[src/rtl/fpu_add_pkg.sv]
// Shared types and constants for the FP32 adder issue arbiter slice.
//   FP32_W       operand/result width (IEEE-754 single)
//   FLAG_W       adder status flag width {ovf, underflow, inexact, invalid, zero}
//   ADD_LATENCY  register depth of the shared adder
//   owner_e      which requester an operation belongs to
//   rsp_data_t   adder result payload carried through the response FIFO
package fpu_add_pkg;

  localparam int FP32_W      = 32;
  localparam int FLAG_W      = 5;
  localparam int ADD_LATENCY = 18;

  // Bit positions inside the adder flag vector
  localparam int FLAG_ZERO    = 0;
  localparam int FLAG_INVALID = 1;
  localparam int FLAG_INEXACT = 2;
  localparam int FLAG_UNDER   = 3;
  localparam int FLAG_OVF     = 4;

  typedef enum logic {
    OWNER_0 = 1'b0,
    OWNER_1 = 1'b1
  } owner_e;

  typedef struct packed {
    logic [FP32_W-1:0] data;
    logic [FLAG_W-1:0] flags;
  } rsp_data_t;

  // The round-robin pointer always moves to the requester that was not served
  function automatic owner_e other_owner(input owner_e o);
    return (o == OWNER_0) ? OWNER_1 : OWNER_0;
  endfunction

endpackage

[src/rtl/fpu_add_rsp_fifo.sv]
// Synchronous result FIFO holding adder results until the owning requester
// accepts them. Registered read/write pointers with a wrap bit, no bypass:
// a pushed entry becomes visible at the head the cycle after the push.
//   clk, rst    clock / asynchronous active-high reset (empties the FIFO)
//   push        write push_data this cycle
//   push_data   entry to store
//   pop         retire the head entry this cycle
//   head_data   current head entry (meaningless while empty)
//   empty/full  occupancy status
module fpu_add_rsp_fifo #(
  parameter int DEPTH = 4,
  parameter int WIDTH = 8
) (
  input  logic             clk,
  input  logic             rst,
  input  logic             push,
  input  logic [WIDTH-1:0] push_data,
  input  logic             pop,
  output logic [WIDTH-1:0] head_data,
  output logic             empty,
  output logic             full
);

  localparam int AW = $clog2(DEPTH);

  logic [WIDTH-1:0] mem [DEPTH];
  logic [AW:0]      wr_ptr;
  logic [AW:0]      rd_ptr;

  // Pointers carry one extra wrap bit so full and empty can be told apart
  always_ff @(posedge clk or posedge rst) begin
    if (rst) begin
      wr_ptr <= '0;
      rd_ptr <= '0;
    end else begin
      if (push && !full) begin
        wr_ptr <= wr_ptr + (AW+1)'(1);
      end
      if (pop && !empty) begin
        rd_ptr <= rd_ptr + (AW+1)'(1);
      end
    end
  end

  // Storage needs no reset; only entries between the pointers are ever read
  always_ff @(posedge clk) begin
    if (push && !full) begin
      mem[wr_ptr[AW-1:0]] <= push_data;
    end
  end

  assign empty     = (wr_ptr == rd_ptr);
  assign full      = (wr_ptr[AW-1:0] == rd_ptr[AW-1:0]) && (wr_ptr[AW] != rd_ptr[AW]);
  assign head_data = mem[rd_ptr[AW-1:0]];

endmodule

[src/rtl/fpu_add_issue_arbiter.sv]
// Shares one pipelined FP32 adder between two requesters.
// Round-robin issue (one op per cycle), a shadow pipeline matched to the adder
// latency that carries owner/tag alongside each op, and a credit-gated result
// FIFO so the non-stallable adder never loses a result under backpressure.
//   clk, rst                 clock / asynchronous active-high reset
//   reqN_valid/ready         operation handshake from requester N (N = 0, 1)
//   reqN_a, reqN_b, reqN_sub operands and subtract select
//   reqN_tag                 opaque tag returned with the result
//   add_valid/a/b/sub        registered operation presented to the adder
//   add_res, add_flags       adder result, LATENCY cycles after add_valid
//   rspN_valid/ready         result handshake to requester N
//   rspN_data/flags/tag      result, flags and originating tag
module fpu_add_issue_arbiter
  import fpu_add_pkg::*;
#(
  parameter int LATENCY = ADD_LATENCY,
  parameter int DEPTH   = 4,
  parameter int TAG_W   = 4
) (
  input  logic              clk,
  input  logic              rst,
  input  logic              req0_valid,
  output logic              req0_ready,
  input  logic [FP32_W-1:0] req0_a,
  input  logic [FP32_W-1:0] req0_b,
  input  logic              req0_sub,
  input  logic [TAG_W-1:0]  req0_tag,
  input  logic              req1_valid,
  output logic              req1_ready,
  input  logic [FP32_W-1:0] req1_a,
  input  logic [FP32_W-1:0] req1_b,
  input  logic              req1_sub,
  input  logic [TAG_W-1:0]  req1_tag,
  output logic              add_valid,
  output logic [FP32_W-1:0] add_a,
  output logic [FP32_W-1:0] add_b,
  output logic              add_sub,
  input  logic [FP32_W-1:0] add_res,
  input  logic [FLAG_W-1:0] add_flags,
  output logic              rsp0_valid,
  input  logic              rsp0_ready,
  output logic [FP32_W-1:0] rsp0_data,
  output logic [FLAG_W-1:0] rsp0_flags,
  output logic [TAG_W-1:0]  rsp0_tag,
  output logic              rsp1_valid,
  input  logic              rsp1_ready,
  output logic [FP32_W-1:0] rsp1_data,
  output logic [FLAG_W-1:0] rsp1_flags,
  output logic [TAG_W-1:0]  rsp1_tag
);

  localparam int                CNT_W   = $clog2(DEPTH + 1);
  localparam logic [CNT_W-1:0]  DEPTH_C = CNT_W'(DEPTH);

  typedef struct packed {
    logic             valid;
    owner_e           owner;
    logic [TAG_W-1:0] tag;
  } shadow_t;

  typedef struct packed {
    owner_e           owner;
    logic [TAG_W-1:0] tag;
    rsp_data_t        rsp;
  } rsp_entry_t;

  localparam int ENTRY_W = $bits(rsp_entry_t);

  logic             active;
  owner_e           rr_ptr;
  logic [CNT_W-1:0] cnt;
  logic             can_issue;
  logic             grant0;
  logic             grant1;
  logic             grant_any;
  shadow_t          shadow [LATENCY+1];
  rsp_entry_t       push_entry;
  rsp_entry_t       head_entry;
  logic [ENTRY_W-1:0] head_bits;
  logic             fifo_push;
  logic             fifo_pop;
  logic             fifo_empty;
  logic             fifo_full;

  // A pop in the same cycle frees a slot, so issue may proceed even at a full
  // credit count; this lets issue resume in the very cycle backpressure lifts.
  // 'active' keeps both ready outputs low while reset is asserted.
  assign fifo_pop  = !fifo_empty &&
                     ((head_entry.owner == OWNER_1) ? rsp1_ready : rsp0_ready);
  assign can_issue = active && ((cnt < DEPTH_C) || fifo_pop);

  // Round-robin: the pointed requester wins if valid, otherwise the other one
  always_comb begin
    grant0 = 1'b0;
    grant1 = 1'b0;
    if (can_issue) begin
      if (rr_ptr == OWNER_0) begin
        if (req0_valid)      grant0 = 1'b1;
        else if (req1_valid) grant1 = 1'b1;
      end else begin
        if (req1_valid)      grant1 = 1'b1;
        else if (req0_valid) grant0 = 1'b1;
      end
    end
  end

  assign grant_any  = grant0 || grant1;
  assign req0_ready = grant0;
  assign req1_ready = grant1;

  // Registered adder interface and pointer update; the pointer only moves on a grant
  always_ff @(posedge clk or posedge rst) begin
    if (rst) begin
      active    <= 1'b0;
      rr_ptr    <= OWNER_0;
      add_valid <= 1'b0;
      add_a     <= '0;
      add_b     <= '0;
      add_sub   <= 1'b0;
    end else begin
      active    <= 1'b1;
      add_valid <= grant_any;
      if (grant0) begin
        add_a   <= req0_a;
        add_b   <= req0_b;
        add_sub <= req0_sub;
        rr_ptr  <= other_owner(OWNER_0);
      end else if (grant1) begin
        add_a   <= req1_a;
        add_b   <= req1_b;
        add_sub <= req1_sub;
        rr_ptr  <= other_owner(OWNER_1);
      end
    end
  end

  // Credits count ops in flight plus ops parked in the FIFO
  always_ff @(posedge clk or posedge rst) begin
    if (rst) begin
      cnt <= '0;
    end else begin
      case ({grant_any, fifo_pop})
        2'b10:   cnt <= cnt + CNT_W'(1);
        2'b01:   cnt <= cnt - CNT_W'(1);
        default: cnt <= cnt;
      endcase
    end
  end

  // Shadow pipe: stage 0 loads alongside add_valid, so the last stage lines up
  // with add_res LATENCY cycles later. Clearing it on reset discards stale results.
  always_ff @(posedge clk or posedge rst) begin
    if (rst) begin
      for (int i = 0; i <= LATENCY; i++) begin
        shadow[i] <= '0;
      end
    end else begin
      shadow[0].valid <= grant_any;
      shadow[0].owner <= grant1 ? OWNER_1 : OWNER_0;
      shadow[0].tag   <= grant1 ? req1_tag : req0_tag;
      for (int i = 1; i <= LATENCY; i++) begin
        shadow[i] <= shadow[i-1];
      end
    end
  end

  always_comb begin
    push_entry           = '0;
    push_entry.owner     = shadow[LATENCY].owner;
    push_entry.tag       = shadow[LATENCY].tag;
    push_entry.rsp.data  = add_res;
    push_entry.rsp.flags = add_flags;
  end

  assign fifo_push = shadow[LATENCY].valid;

  fpu_add_rsp_fifo #(
    .DEPTH (DEPTH),
    .WIDTH (ENTRY_W)
  ) u_rsp_fifo (
    .clk       (clk),
    .rst       (rst),
    .push      (fifo_push),
    .push_data (push_entry),
    .pop       (fifo_pop),
    .head_data (head_bits),
    .empty     (fifo_empty),
    .full      (fifo_full)
  );

  assign head_entry = rsp_entry_t'(head_bits);

  // Only the owner of the head entry sees a valid response
  assign rsp0_valid = !fifo_empty && (head_entry.owner == OWNER_0);
  assign rsp1_valid = !fifo_empty && (head_entry.owner == OWNER_1);
  assign rsp0_data  = head_entry.rsp.data;
  assign rsp0_flags = head_entry.rsp.flags;
  assign rsp0_tag   = head_entry.tag;
  assign rsp1_data  = head_entry.rsp.data;
  assign rsp1_flags = head_entry.rsp.flags;
  assign rsp1_tag   = head_entry.tag;

  // Credits make a push into a full FIFO impossible; catch it if that ever breaks
  assert property (@(posedge clk) disable iff (rst) !(fifo_push && fifo_full));
  assert property (@(posedge clk) disable iff (rst) cnt <= DEPTH_C);

endmodule

[config.mk]
export PLATFORM = sky130hd
export DESIGN_NAME = fpu_add_issue_arbiter
export DESIGN_NICKNAME = d
export VERILOG_FILES = /design/src/rtl/fpu_add_pkg.sv /design/src/rtl/fpu_add_rsp_fifo.sv /design/src/rtl/fpu_add_issue_arbiter.sv
export SDC_FILE = /design/constraint.sdc
export NUM_CORES = 1
export LEC_CHECK = 0
export BUFFER_PORTS_ARGS = -buffer_cell sky130_fd_sc_hd__buf_2
export CAP_MARGIN = 20
export CORE_MARGIN = 2
export CORE_UTILIZATION = 53
export DETAILED_ROUTE_END_ITERATION = 10
export PLACE_DENSITY = 0.85
export SYNTH_ARGS = -nofsm -noshare
export SYNTH_HDL_FRONTEND = slang
export SYNTH_SLANG_ARGS = --single-unit
[constraint.sdc]
create_clock -name clk -period 8.7 [get_ports clk]
set_input_delay 2.61 -clock clk [delete_from_list [all_inputs] [get_ports clk]]
set_output_delay 2.61 -clock clk [all_outputs]
set_load 0.05 [all_outputs]
==> After elaboration in Yosys (flattened, before gate mapping) <==
Memories as Yosys holds them, arrays and structs flattened.
Cells that the tools add are included.
{ "word_totals": {"ff_bits": 190, "mem_bits_rw": 168, "in_bits": 181, "out_inout_bits": 152, "mem_count": 1} }
{ "mem_list": {"columns": ["memory", "depth", "width", "rd", "rd_clocked_by_memory_dff", "write_ports", "line_no", "rtl"], "rows": [
  ["u_rsp_fifo.mem", 4, 42, 1, 0, 1, "fpu_add_rsp_fifo.sv:26", "logic [WIDTH-1:0] mem [DEPTH];"]
]} }
{ "op_classes": {"addsub": 4, "magnitude_cmp": 1, "eq_ne": 5, "muxes": 22, "n_bitwise": 1, "reduce_logical": 13} }
{ "op_table": {"columns": ["cell", "n"], "rows": [
  ["$mux W32", 4],
  ["$mux W1", 16],
  ["$add A3 B1 Y3 const B", 3],
  ["$logic_and A1 B1 Y1", 7],
  ["$pmux W3 S2", 1],
  ["$mux W4", 1],
  ["$reduce_bool A2 Y1", 2],
  ["$eq A3 B3 Y1", 1],
  ["$lt A3 B3 Y1 const B", 1],
  ["$sub A3 B1 Y3 const B", 1],
  ["$eq A2 B1 Y1 const B", 1],
  ["$eq A2 B2 Y1", 1],
  ["$eq A2 B2 Y1 const B", 1],
  ["$logic_not A1 Y1", 2],
  ["$logic_or A1 B1 Y1", 2],
  ["$ne A1 B1 Y1", 1],
  ["$not A1 Y1", 1]
]} }

==> Depth between registers and ports, before layout <==
{ "depth": {"depth_word": 9, "ltp_mapped": 10, "ltp_nobuf": 9} }

==> By module <==
Synthesis repeated with hierarchy kept, for this count alone.
{ "unflattened": {"cells_unflattened": 683, "area_unflattened_um2": 13050.0} }
{ "by_module_without_submodules": {"columns": ["mod", "n_inst", "cells_per_inst", "area_each_um2", "seq_area_each_um2"], "rows": [
  ["fpu_add_rsp_fifo", 1, 269, 6568.8, 5195.0],
  ["fpu_add_issue_arbiter", 1, 414, 6481.2, 4604.4]
]} }

==> Least setup slack after synthesis <==
Ideal clock, no wire load.
{ "synth_timing": {"path_type": "input port to output port", "startpoint": "input req1_valid", "endpoint": "output req0_ready", "arrival_ns": 4.339, "t_required_ns": 6.090, "path_slack_ns": 1.751, "path_stages": 4, "path_cell_list": "clkbuf_1 a21bo_2 clkbuf_1 nor3b_1"} }
{ "synth_via": {"elab_chain_len": 3} }
{ "synth_rtl": {"columns": ["element", "line_no", "rtl"], "rows": [
  ["start: declaration", "fpu_add_issue_arbiter.sv:28", "input logic req1_valid,"],
  ["$mux W1", "fpu_add_issue_arbiter.sv:101", "if (req1_valid) grant1 = 1'b1;"],
  ["$mux W1", "fpu_add_issue_arbiter.sv:97", "if (rr_ptr == OWNER_0) begin"],
  ["$mux W1", "fpu_add_issue_arbiter.sv:96", "if (can_issue) begin"],
  ["end: declaration", "fpu_add_issue_arbiter.sv:23", "output logic req0_ready,"]
]} }
No other way between the ends.

==> Worst setup path after layout <==
{ "layout_timing": {"startpoint": "input req0_valid", "endpoint": "output req0_ready"} }
{ "layout_via": {"elab_chain_len": 4} }
{ "layout_rtl": {"columns": ["element", "line_no", "rtl"], "rows": [
  ["start: declaration", "fpu_add_issue_arbiter.sv:22", "input logic req0_valid,"],
  ["$mux W1 (*)", "fpu_add_issue_arbiter.sv:98, fpu_add_issue_arbiter.sv:102", null],
  ["$mux W1", "fpu_add_issue_arbiter.sv:101", null],
  ["$mux W1 (*)", "fpu_add_issue_arbiter.sv:97", null],
  ["$mux W1 (*)", "fpu_add_issue_arbiter.sv:96", null]
]} }
Mark *: on every way between the ends. The rest lies on a longest branch, timed or not.

==> metrics.yaml <==
floorplanning:
  dieArea_mm2: 0.0275
  dieWidth_um: 166
  core_mm2: 0.0259
  die_y_um: 166
  ioPinCount: 333
  start_util_pct: 53.6
  rows: 59
clock_tree:
  cts.sinks: 358
  cts_tree: "yes"
  clkLatencyLatePin_ns: 0.52
  hold_buffers: 0
  htreeDepth: 2
  cts.clk_slew.worst_paths_ns: 0.06
  cts_made_buffers: 35
  cts-resized-gates: 0
  ctsRootBufferMaster: "clkbuf_16"
  postCtsSetupBuffers: 0
  ctsLongestPathBuffers: 3
place:
  portBuffers: 332
  globalplace.congestion: 0.840
  place.detailed.hpwl_mm: 18.9
  place_ws_ns: 2.26
outcome:
  status: "completed"
setup_path:
  reg2reg_slack_ns: 5.53
  timing.critical_path.from: "req0_valid"
  arrival_ns: 3.85
  slowest_delay_ns: 0.31
  r2r_start: "u_rsp_fifo.rd_ptr[0]"
  rr_worst_depth: 8
  crit_fanout: 66
  cpMostUsedCell: "buf_2"
  r2r_end: "cnt[1]"
  cp_cell_sequence: "buf_2 -> a21bo_2 -> buf_4 -> nor3b_1 -> buf_2"
  crit_slowest_cell: "buf_4"
  critPathRequiredTime_ns: 6.09
  crit_end: "req0_ready"
  worstSetupEndpointType: "primary output"
  worstSetupPathType: "input pin to primary output"
  startpoint_type: "input pin"
drt:
  vias: 8507
  wl_per_cell_um: 20.3
  first_pass_iters: 5
  detail_route.wirelength_mm: 30.3
  drc: 0
  ant_nets: 0
  drt-initial-drc-count: 719
  vias_per_cell: 5.71
yosys:
  synth_seq_area_share_pct: 70.6
  syn_avg_cell_area_um2: 16.3
  synthCells: 849
  synth.most_common_cell: "dfrtp_1"
  synthDistinctLibCells: 37
  netlist_area_mm2: 0.0139
  ys_seq_elements: 358
  yosysTopAreaCellShare_pct: 36.4
  yosysTopAreaCell: "edfxtp_1"
  synth_area_leaders: "edfxtp_1 36%, dfrtp_1 34%, mux4_2 6.8%"
  synthFlopType: "dfrtp_1"
  synth_edf_count: 168
  synth_nets: 1037
  synth_common_cells: "190 x dfrtp_1, 168 x edfxtp_1, 73 x nor2_1, 67 x and3_1, 65 x o32ai_1"
  synthArstFlopShare_pct: 53.1
  synth-warning-count: 0
power:
  power_density_mw_per_mm2: 414
  switching_share_pct: 44.0
  max-vdd-ir-drop_mv: 0.363
  leakagePower_nw: 6.92
  p_sw_mw: 3.03
  pwr-share-seq_pct: 34.4
  clkPwrFrac_pct: 22.0
  p_comb_share_pct: 43.7
  p_int_mw: 3.86
timing:
  hold_viol_final: 0
  timing.final.crit_share_pct: 74.3
  rsz0062_at_grt: "no"
  setup_violations: 0
  worst_pin_slew_ns: 0.976
  drv_slew: 0
  final.setup.tns_ns: 0
  skew_ns: 0.0150
  final.min_clock_period_ns: 6.46
  fin_ws_ns: 2.24
  fmax_ghz: 0.155
  relSlewSlack_pct: 35.0
global_routing:
  antenna_found_initial: 7
  met2_usage_pct: 36.9
  grt.busiest_layer: "met2"
  grt_pass1_vias: 8692
  use_met1_pct: 28.4
  grt_pass1_wl_mm: 48.2
  grt_max_degree: 133
  grt-ovfl-total: 0
  grt_usage_pct: 22.0
  grt_use_met3_pct: 4.53
flow_run:
  drv_cap: 0
layout:
  syn_to_final_growth_pct: 19.9
  drive_above_1_share_pct: 43.9
  fin_nets: 1311
worst_hold_path:
  hold_class: "flop to flop"
worst min-delay path by stage:
stage	startpoint	to	slack, ns	cells past startpoint
global placement	shadow[104]	shadow[98]	0.33	0
detailed placement	shadow[12]	shadow[6]	0.33	0
floorplan	shadow[11]	fifo_push	0.33	0
CTS	shadow[61]	shadow[55]	0.35	0
global route	shadow[11]	fifo_push	0.35	0
finish	shadow[82]	shadow[76]	0.34	0
worst max-delay path: cells and delay by family:
| family | cells | cell delay, ns |
|---|---|---|
| AND/OR/NAND/NOR | 1 | 0.26 |
| AO/OA/AOI/OAI | 1 | 0.23 |
| buffers and inverters | 3 | 0.74 |
layout make-up:
| cell class | instances | area, um^2 |
|---|---|---|
| sequential | 358 | 9800 |
| fill | 1833 | 9270 |
| multi-input combinational | 371 | 3400 |
| timing repair buffer | 347 | 1790 |
| clock buffer | 48 | 1010 |
| tap | 335 | 419 |
| clock inverter | 16 | 171 |
| inverter | 10 | 45.0 |
| antenna | 5 | 12.5 |
routing by layer:
layer  wire (um)  share of wire [%]
met5           8              0.026
met4        1130                3.7
met3        2060                6.8
met2       15300                 51
met1       11800                 39
stage by stage:
| stage | power (mW) | std cells | hold slack (ns) | area [um^2] | util [%] |
|---|---|---|---|---|---|
| after detailed placement | 5.42 | 1420 | 0.335 | 15400 | 59.6 |
| after global routing | 7.21 | 1490 | 0.351 | 16600 | 64.2 |
| after floorplan | 4.92 | 849 | 0.331 | 13900 | - |
| final | 6.89 | 1490 | 0.345 | 16600 | 64.2 |
| after global placement | 5.35 | 1420 | 0.334 | 15400 | 59.6 |
| after CTS | 6.96 | 1484 | 0.347 | 16600 | 64.1 |
power groups by stage:
stage	clock network (mW)	logic [mW]	registers, mW
6_report	1.51	3.01	2.37
5_1_grt	1.63	3.17	2.41
4_1_cts	1.55	3.03	2.38
3_5_place_dp	0	3.02	2.39
3_3_place_gp	0	2.98	2.37
2_1_floorplan	0	2.10	2.83
cell usage in the layout (no fill, tap or decap), types with 2 or more instances in the layout:
cell type | synthesis | final
diode_2 | 0 | 5
a22oi_2 | 41 | 41
clkbuf_16 | 0 | 36
inv_6 | 0 | 2
buf_2 | 2 | 332
clkbuf_1 | 45 | 6
nand2b_1 | 2 | 2
inv_16 | 0 | 2
buf_4 | 42 | 14
mux2_2 | 3 | 3
o32ai_1 | 65 | 65
mux4_2 | 42 | 42
a22oi_1 | 24 | 24
nand2_1 | 5 | 4
dfrtp_2 | 0 | 2
o31ai_1 | 4 | 4
nor2_1 | 73 | 72
and3_1 | 67 | 67
o311ai_0 | 5 | 5
and2_2 | 0 | 4
xor2_1 | 4 | 4
bufinv_16 | 0 | 2
xnor2_1 | 7 | 7
ha_1 | 6 | 6
clkbuf_8 | 0 | 6
clkinv_1 | 0 | 2
inv_1 | 10 | 8
nand3_1 | 3 | 3
clkinv_2 | 0 | 6
edfxtp_1 | 168 | 168
o21ai_0 | 2 | 2
dfrtp_1 | 190 | 188
cells by family after synthesis:
family                   after synthesis  share of synthesized area, %
flip-flops                           358                          70.6
multiplexers                          46                          7.16
XOR/XNOR                              11                         0.694
buffers and inverters                120                          5.05
AND/OR/NAND/NOR                      161                          5.83
adder cells (fa/ha/maj)                7                         0.685
AO/OA/AOI/OAI                        145                          9.94
other                                  1                        0.0270
flip-flops by register name, summed over array words and instances, names as in the netlist:
signal,count
u_rsp_fifo.rd_ptr,3
active,1
u_rsp_fifo.mem,168
push_entry,5
rr_ptr,1
cnt,3
add_sub,1
u_rsp_fifo.wr_ptr,3
add_b,32
add_a,32
fifo_push,1
shadow,108
Note: power is estimated with default switching activity, not from simulation.
